===== config.mk =====
export PLATFORM = sky130hd
export DESIGN_NAME = trigger_sequencer
export DESIGN_NICKNAME = d
export VERILOG_FILES = /design/src/rtl/trigger_pkg.sv /design/src/rtl/trigger_stage_match.sv /design/src/rtl/trigger_sequencer.sv
export SDC_FILE = /design/constraint.sdc
export NUM_CORES = 1
export LEC_CHECK = 0
export CAP_MARGIN = 20
export CORE_AREA = 4 4 245 247
export DETAILED_ROUTE_END_ITERATION = 6
export DIE_AREA = 0 0 249 251
export SKIP_LAST_GASP = 1
export SLEW_MARGIN = 20
export SYNTH_ARGS = -nofsm -noshare
export SYNTH_HDL_FRONTEND = slang
export SYNTH_SLANG_ARGS = --single-unit

===== constraint.sdc =====
create_clock -name clk -period 3.6 [get_ports clk]
set_input_delay 0.9 -clock clk [delete_from_list [all_inputs] [get_ports clk]]
set_output_delay 0.9 -clock clk [all_outputs]
set_load 0.05 [all_outputs]

===== src/rtl/trigger_pkg.sv =====
// Shared definitions for the multi-stage capture trigger.
//   trg_state_e  : sequencer state encoding (IDLE / RUN / DONE)
//   *_DEF        : default sizing used by the trigger blocks
//   slice_lsb()  : base bit of stage slice s in a packed per-stage config bus
//   hit_bit()    : edge/level hit for one data bit, applied bitwise across a sample
package trigger_pkg;

   typedef enum logic [1:0] {
      ST_IDLE = 2'd0,
      ST_RUN  = 2'd1,
      ST_DONE = 2'd2
   } trg_state_e;

   localparam int unsigned SDW_DEF = 32;
   localparam int unsigned TSN_DEF = 4;
   localparam int unsigned CNW_DEF = 16;
   localparam int unsigned SIW_DEF = 4;

   function automatic int unsigned slice_lsb(input int unsigned s, input int unsigned w);
      return s * w;
   endfunction

   // d = delayed (previous) bit, c = current bit; each mask selects one of the
   // four prev/cur combinations as a hit.
   function automatic logic hit_bit(input logic d, input logic c,
                                    input logic m00, input logic m01,
                                    input logic m10, input logic m11);
      return (~d & ~c & m00) | (~d & c & m01) | (d & ~c & m10) | (d & c & m11);
   endfunction

endpackage


===== src/rtl/trigger_stage_match.sv =====
// Combinational comparator for one trigger stage.
//   d, c      : previous and current sample
//   m00..m11  : per-bit hit masks for each prev/cur combination
//   mode      : 0 = any bit hit matches, 1 = every bit must hit
//   match     : stage condition met for this sample pair
module trigger_stage_match
   import trigger_pkg::*;
#(
   parameter int unsigned SDW = SDW_DEF
) (
   input  logic [SDW-1:0] d,
   input  logic [SDW-1:0] c,
   input  logic [SDW-1:0] m00,
   input  logic [SDW-1:0] m01,
   input  logic [SDW-1:0] m10,
   input  logic [SDW-1:0] m11,
   input  logic           mode,
   output logic           match
);

   logic [SDW-1:0] hits;

   for (genvar i = 0; i < SDW; i++) begin : g_bit
      assign hits[i] = hit_bit(d[i], c[i], m00[i], m01[i], m10[i], m11[i]);
   end

   // An all-zero mask set gives no hits: OR never fires, AND fires only when
   // every bit is covered by some mask.
   assign match = mode ? (&hits) : (|hits);

endmodule


===== src/rtl/trigger_sequencer.sv =====
// Multi-stage trigger between the sample stream and the capture controller.
// TSN comparator stages are walked in order; each must see cfg_cnt+1 matching
// transfers (cumulative) before the next stage takes over. sts_trg pulses once
// when the last stage completes.
//   clk, rst_n             : clock, async active-low reset
//   ctl_arm, ctl_abort     : start at stage 0 / return to idle (abort wins)
//   cfg_mod, cfg_0_0..1_1  : per-stage mode and hit masks, slice s at [s*W +: W]
//   cfg_cnt                : per-stage required hits minus one
//   sti_transfer, sti_tdata: accepted sample stream
//   sts_armed/stage/cnt    : sequence running, current stage, hits in stage
//   sts_trg, sts_done      : one-cycle trigger pulse, sticky done
//
// state   | meaning
// --------+-------------------------------------------------------------
// IDLE    | not armed; samples only refresh the delay register
// RUN     | walking the stages; evaluates once the delay register is primed
// DONE    | last stage completed; sts_done held until arm or abort
module trigger_sequencer
   import trigger_pkg::*;
#(
   parameter int unsigned SDW = SDW_DEF,
   parameter int unsigned TSN = TSN_DEF,
   parameter int unsigned CNW = CNW_DEF,
   parameter int unsigned SIW = SIW_DEF
) (
   input  logic             clk,
   input  logic             rst_n,
   input  logic             ctl_arm,
   input  logic             ctl_abort,
   input  logic [TSN-1:0]   cfg_mod,
   input  logic [TSN*SDW-1:0] cfg_0_0,
   input  logic [TSN*SDW-1:0] cfg_0_1,
   input  logic [TSN*SDW-1:0] cfg_1_0,
   input  logic [TSN*SDW-1:0] cfg_1_1,
   input  logic [TSN*CNW-1:0] cfg_cnt,
   input  logic             sti_transfer,
   input  logic [SDW-1:0]   sti_tdata,
   output logic             sts_armed,
   output logic [SIW-1:0]   sts_stage,
   output logic [CNW-1:0]   sts_cnt,
   output logic             sts_trg,
   output logic             sts_done
);

   trg_state_e     state;
   logic [SDW-1:0] dly_tdata;
   logic           dly_vld;
   logic [TSN-1:0] stage_match;
   logic           sel_match;
   logic [CNW-1:0] sel_cnt;
   logic           last_stage;
   logic           eval_hit;

   for (genvar s = 0; s < TSN; s++) begin : g_stage
      trigger_stage_match #(
         .SDW (SDW)
      ) u_match (
         .d     (dly_tdata),
         .c     (sti_tdata),
         .m00   (cfg_0_0[slice_lsb(s, SDW) +: SDW]),
         .m01   (cfg_0_1[slice_lsb(s, SDW) +: SDW]),
         .m10   (cfg_1_0[slice_lsb(s, SDW) +: SDW]),
         .m11   (cfg_1_1[slice_lsb(s, SDW) +: SDW]),
         .mode  (cfg_mod[s]),
         .match (stage_match[s])
      );
   end

   // Only the active stage is looked at; sts_stage never exceeds TSN-1.
   always_comb begin
      sel_match = 1'b0;
      sel_cnt   = '0;
      for (int s = 0; s < TSN; s++) begin
         if (sts_stage == SIW'(s)) begin
            sel_match = stage_match[s];
            sel_cnt   = cfg_cnt[s*CNW +: CNW];
         end
      end
   end

   assign last_stage = (sts_stage == SIW'(TSN - 1));
   assign eval_hit   = sti_transfer & dly_vld & sel_match;
   assign sts_armed  = (state == ST_RUN);

   always_ff @(posedge clk or negedge rst_n) begin
      if (!rst_n) begin
         state     <= ST_IDLE;
         sts_stage <= '0;
         sts_cnt   <= '0;
         sts_trg   <= 1'b0;
         sts_done  <= 1'b0;
         dly_tdata <= '0;
         dly_vld   <= 1'b0;
      end else begin
         sts_trg <= 1'b0;
         if (sti_transfer) begin
            dly_tdata <= sti_tdata;
         end
         if (ctl_abort) begin
            state     <= ST_IDLE;
            sts_stage <= '0;
            sts_cnt   <= '0;
            sts_done  <= 1'b0;
            dly_vld   <= 1'b0;
         end else if (ctl_arm) begin
            // Also a restart when already running: the sample in this cycle
            // is not evaluated and the next one only primes the delay.
            state     <= ST_RUN;
            sts_stage <= '0;
            sts_cnt   <= '0;
            sts_done  <= 1'b0;
            dly_vld   <= 1'b0;
         end else begin
            case (state)
               ST_RUN: begin
                  if (sti_transfer) begin
                     dly_vld <= 1'b1;
                  end
                  if (eval_hit) begin
                     if (sts_cnt == sel_cnt) begin
                        if (last_stage) begin
                           state    <= ST_DONE;
                           sts_trg  <= 1'b1;
                           sts_done <= 1'b1;
                        end else begin
                           sts_stage <= sts_stage + SIW'(1);
                           sts_cnt   <= '0;
                        end
                     end else begin
                        // Terminal compare above stops the count at cfg_cnt,
                        // so all-ones completes instead of wrapping.
                        sts_cnt <= sts_cnt + CNW'(1);
                     end
                  end
               end
               default: begin
               end
            endcase
         end
      end
   end

endmodule


==> results_dict.tcl, run 1 <==
set metrics [dict create \
    cts_root_buf "clkbuf_16" \
    gp_congestion 1.03 \
    cts_buffers 5 \
    wl_um 78300 \
    synth_edf_count 0 \
    netlist_top_cells_count "mux4_2 (123), dfrtp_1 (56), nand4_1 (43)" \
    worst_pin_slew_ns 0.989 \
    ys_types 71 \
    yosys.area.top_type "mux4_2" \
    syn2layout_area_growth_pct 121 \
    r2r_slack_ns 0.13 \
    cts_buffer_depth 2 \
    hold-path-cell-count 1 \
    initial_core_util_pct 12.7 \
    yosysMostFrequentCell "mux4_2" \
    synth_top_area_share_pct 37.8 \
    dp_hpwl_um 69600 \
    cap_violations 0 \
    crit_arrival_ns 3.82 \
    crit_path_max_fanout 7 \
    cts_hold_buf 0 \
    place_area_um2 15400 \
    ys_seq_area_share_pct 19.1 \
    cts_tree "built" \
    hold_class "flip-flop to flip-flop" \
    cts_sinks 56 \
    die_h_um 251 \
    setup_violations 0 \
    drc_errors 0 \
    synth.top_cells.by_area "mux4_2 (38%), dfrtp_1 (19%), mux2_2 (4.9%), nand4_1 (3.7%), nor4_1 (3.4%)" \
    slew_headroom_pct 34.0 \
    rsz0062_at_grt "yes" \
    synth_area_um2 7330 \
    dieArea_um2 62500 \
    holdPathEnd "sts_stage[3]" \
    synth_seq_cells 56 \
    rr_startpoint "sts_stage[0]" \
    max_freq_mhz 278 \
    drtPass1Iterations 5 \
    clk_latency_ns 0.35 \
    routedWlPerCell_um 35.9 \
    async_flop_share_pct 100 \
    holdWs_ns 0.540 \
    track_usage_pct 23.8 \
    core_um2 57600 \
    period_needed_ns 3.60 \
    ios 640 \
    leakagePower_nw 5.69 \
    fin_area_um2 16200 \
    crit_path_end_kind "flip-flop" \
    routed_via_density 4.88 \
    ys_warn_count 0 \
    worstPathRequired_ns 3.82 \
    synthCells 638 \
    drtIter0Drc 957 \
    outcome "finished clean" \
    ir_drop_mv 0.184 \
    grt_first_pass_wirelength_um 101000 \
    antenna_found_initial 84 \
    via_count 10700 \
    setup_slack_ns 0.00124 \
    finalHoldViolCount 0 \
    die_x_um 249 \
    min_period_over_period_pct 100 \
    htree_levels 2 \
    powerDensity_nw_per_um2 185 \
    critPathKind "primary input to flip-flop" \
    synthFlopType "dfrtp_1" \
    rows 88 \
    syn_area_per_cell_um2 11.5 \
    pre_cts_slack_ns -1.04 \
    fin_nets 2006 \
    grt_pass1_vias 11200 \
    reg2reg_depth 14 \
    r2r-end "sts_cnt[6]" \
    slew_viol_final 0 \
    syn_nets 1260 \
    drive_gt1_share_pct 26.4 \
    skew_ns 0.0183 \
    portBuffers 639 \
    overflow 0 \
    clk_pin_slew_ns 0.09 \
    holdCritStartpoint "sts_stage[3]" \
    grt_max_degree 57 \
    ant_nets 0 \
    setup.worst_path.start_class "primary input" \
]
==> cell type report <==
class | instances | area [µm²]
Fill cell | 6040 | 41400
Timing Repair Buffer | 773 | 7480
Multi-Input combinational cell | 525 | 6020
Sequential cell | 56 | 1400
Tap cell | 765 | 957
Clock buffer | 6 | 139
Inverter | 23 | 86.3
Antenna cell | 34 | 85.1
Clock inverter | 2 | 13.8
==> logic make-up after synthesis <==
| logic type | after synthesis | synth area share, % |
|---|---|---|
| simple gates | 210 | 16.4 |
| mux | 162 | 44.8 |
| compound gates | 148 | 15.5 |
| buf+inv | 57 | 3.40 |
| flops | 56 | 19.1 |
| fa+ha+maj | 5 | 0.853 |
==> state kept, by name, summed over array words and instances (netlist names) <==
register,count
state,1
sts_stage,4
dly_tdata,32
dly_vld,1
sts_done,1
sts_cnt,16
sts_trg,1
==> worst max path at each step <==
stage                              from           to  slack [ns]  depth (start not counted)
after floorplan            sts_stage[0]   sts_cnt[4]        0.14                         13
after global placement    sti_tdata[16]   sts_cnt[4]       -1.02                          9
after detailed placement  sti_tdata[16]   sts_cnt[4]       -1.04                          9
after CTS                 sti_tdata[20]   sts_cnt[1]      -0.005                         13
after global routing       sti_tdata[9]   sts_cnt[0]       -0.06                         12
final                       cfg_1_0[71]  sts_cnt[14]       0.001                         12
==> metal layers <==
metal	vias up	part of all wire, %	GRT usage [%]
met2	705	50	42.7
li1	4383	-	-
met3	136	9.5	7.46
met4	26	3.9	8.40
met5	-	0.23	0
met1	5412	36	26.6
==> critical path, cell delays in order <==
cell             delay (ns)
clkdlybuf4s50_1        0.53
mux4_2                 0.35
nand4_1                0.17
nor4_2                 0.29
buf_4                  0.17
nand2_2                0.05
a311o_1                0.28
o21bai_4               0.20
buf_12                 0.15
buf_6                  0.12
a211o_1                0.25
a311o_1                0.35
==> stage by stage <==
| step | total power (W) | std cells | setup TNS (ns) | util (%) |
|---|---|---|---|---|
| after floorplan | 0.00118 | 638 | 0 | - |
| after global placement | 0.00231 | 2119 | -15.69 | 26.7 |
| after detailed placement | 0.00232 | 2119 | -15.08 | 26.7 |
| after CTS | 0.00301 | 2138 | -0.00501 | 27.4 |
| after global routing | 0.00311 | 2171 | -0.607 | 28.1 |
| final | 0.00300 | 2184 | 0 | 28.1 |
==> report_power, final <==
group	switching [W]	internal, W
logic	0.000628	0.00101
registers	0.0000708	0.000665
clock network	0.000338	0.000283
==> cell usage in the layout, fill, tap and decap left out, types with 13 or more instances in the layout <==
master / count
nand4_1: 43
buf_6: 14
mux2_2: 32
mux4_2: 125
buf_4: 115
nor4_2: 14
inv_1: 22
dfrtp_1: 56
a31oi_1: 15
dlygate4sd2_1: 32
nor4_1: 18
o21ai_0: 14
a21oi_1: 13
clkdlybuf4s50_1: 578
diode_2: 34
nand2_1: 29
==> repair_timing <==
action | 4_1_cts | 5_1_grt
gates cloned | 2 | 0
gates resized for setup | 93 | 67
buffers inserted | 11 | 13
pin swaps | 23 | 30
setup endpoints to repair | 21 | 19
Power figures use the tool's default switching activity.
==> run 2: changes to the inputs <==
--- a/config.mk
+++ b/config.mk
@@ -9,6 +9,7 @@
 export CORE_AREA = 4 4 245 247
 export DETAILED_ROUTE_END_ITERATION = 6
 export DIE_AREA = 0 0 249 251
+export GPL_ROUTABILITY_DRIVEN = 0
 export SKIP_LAST_GASP = 1
 export SLEW_MARGIN = 20
 export SYNTH_ARGS = -nofsm -noshare
==> results_dict.tcl, run 2 (synthesized netlist as in run 1, its figures left out) <==
set metrics [dict create \
    p_sw_share_pct 34.6 \
    drtIter0Drc 797 \
    routed_via_density 4.94 \
    largest_reg_flops 32 \
    track_usage_pct 23.7 \
    dieArea_um2 62500 \
    clk_pin_slew_ns 0.10 \
    crit_path_end_kind "flip-flop" \
    rows 88 \
    cts_sinks 56 \
    holdWs_ns 0.544 \
    skew_ns 0.0146 \
    crit_path_max_fanout 8 \
    powerDensity_nw_per_um2 184 \
    grt_util_met1_pct 25.5 \
    cts_hold_buf 0 \
    min_period_over_period_pct 98.7 \
    max_stage_delay_ns 0.47 \
    rsz0062_at_grt "yes" \
    violations "DRC" \
    portBuffers 639 \
    initial_core_util_pct 12.7 \
    p_seq_share_pct 24.6 \
    dp_hpwl_um 68900 \
    worst_pin_slew_ns 1.03 \
    critPathKind "primary input to flip-flop" \
    cap_violations 0 \
    cts_buffer_depth 2 \
    leakagePower_nw 5.69 \
    worstPathCellList "dlygate4sd2_1, buf_6, buf_4, buf_4, mux4_2, buf_4, nand4_1, nor4_2, nand2_1, a31oi_4, o21bai_4, buf_12, buf_6, or4_4, a21oi_2" \
    grt_first_pass_wirelength_um 101000 \
    ant_nets 0 \
    routedWlPerCell_um 35.6 \
    wl_um 77700 \
    finalHoldViolCount 0 \
    die_x_um 249 \
    setup_violations 0 \
    period_needed_ns 3.55 \
    grt_max_degree 57 \
    outcome "finished, violations left" \
    clockPowerShare_pct 20.9 \
    drc_errors 2 \
    ios 640 \
    overflow 0 \
    drtPass1Iterations 7 \
    max_freq_mhz 281 \
    comb_power_share_pct 54.5 \
    grt_util_met2_pct 41.7 \
    syn2layout_area_growth_pct 121 \
    slew_viol_final 0 \
    crit_arrival_ns 3.82 \
    cts_root_buf "clkbuf_16" \
    internal-power_w 0.00195 \
    ir_drop_mv 0.193 \
    htree_levels 2 \
    critPathSlowestCell "or4_4" \
    setup.worst_path.start_class "primary input" \
    crit_top_cell "buf_4" \
    top_usage_layer "met2" \
    core_um2 57600 \
    antenna_found_initial 94 \
    reg.largest.list "dly_tdata x32, sts_cnt x16, sts_stage x4" \
    drive_gt1_share_pct 26.2 \
    cts_buffers 5 \
    mostFrequentLayoutCell "clkdlybuf4s50_1" \
    power.total_w 0.00298 \
    slew_headroom_pct 31.1 \
    fin_area_um2 16200 \
    clk_latency_ns 0.35 \
    grt_pass1_vias 11200 \
    cts_tree "built" \
    fin_nets 2001 \
    power.net_switching_w 0.00103 \
    place_area_um2 15300 \
    via_count 10800 \
    final_cell_mix "clkdlybuf4s50_1 (581), mux4_2 (124), buf_4 (111), dfrtp_1 (55), nand4_1 (43)" \
    final_core_util_pct 28.1 \
    die_h_um 251 \
    top_register "dly_tdata" \
    hold_class "flip-flop to flip-flop" \
    grtUsageMet3_pct 8.90 \
    worstPathRequired_ns 3.86 \
    fin_setup_tns_ns 0 \
]
==> run 2: cell count changes in the layout (fill, tap and decap cells not counted), moves of 2 or more <==
cell	before	now
diode_2	34	38
clkdlybuf4s50_1	578	581
clkdlybuf4s15_1	8	6
nor4_4	8	4
nor4_1	18	23
o2111ai_1	10	3
dlygate4sd2_1	32	30
buf_12	5	3
dlymetal6s2s_1	12	14
buf_4	115	111
o2111ai_2	2	8
a2111oi_0	8	6
==> run 2: metrics by stage <==
stage               worst slack [ns]  cells
floorplan                      0.139    638
global placement              -0.919   2117
CTS                       -0.0000604   2142
global route                 -0.0425   2168
finish                        0.0464   2183
detailed placement            -0.982   2117
==> run 2: what timing repair did <==
action	in CTS	in global routing
pin swaps	17	27
gates resized for setup	90	72
buffers inserted	14	4
setup endpoints to repair	21	20
gates cloned	3	0
==> run 2: layout make-up <==
cell class	instances	area [µm²]
tap	765	957
clock buffer	5	125
multi-input combinational	525	6030
inverter	23	88.8
timing repair buffer	768	7460
fill	6029	41400
clock inverter	3	27.5
antenna	38	95.1
sequential	56	1400
==> run 2: worst paths after layout <==
kind / end / slack [ns] / cells past startpoint / startpoint
max reg2reg: sts_cnt[2] / 0.15 / 12 / sts_stage[1]
min in group asynchronous: sts_cnt[7] / 0.71 / 1 / rst_n
min reg2reg: sts_stage[3] / 0.54 / 1 / sts_stage[3]
min: sts_stage[3] / 0.54 / 1 / sts_stage[3]
max in group asynchronous: sts_stage[0] / 2.18 / 1 / rst_n
max: sts_stage[0] / 0.05 / 15 / sti_tdata[30]
==> run 2: critical path: cells and delay by family <==
| kind | cells | cell delay, ns |
|---|---|---|
| buffers and inverters | 7 | 1.05 |
| AND/OR/NAND/NOR | 4 | 0.96 |
| AO/OA/AOI/OAI | 3 | 0.49 |
| multiplexers | 1 | 0.38 |
==> run 2: layer usage <==
metal | vias up | wire length [µm]
met5 | - | 299
met4 | 42 | 3870
met3 | 178 | 7710
met2 | 783 | 38300
met1 | 5404 | 27500
li1 | 4387 | -
==> run 2: power by group through the flow <==
stage | logic (W) | registers (W) | clock network [W]
2_1_floorplan | 0.000454 | 0.000722 | 0
3_3_place_gp | 0.00157 | 0.000740 | 0
3_5_place_dp | 0.00158 | 0.000745 | 0
4_1_cts | 0.00161 | 0.000733 | 0.000657
5_1_grt | 0.00169 | 0.000740 | 0.000667
6_report | 0.00162 | 0.000734 | 0.000624
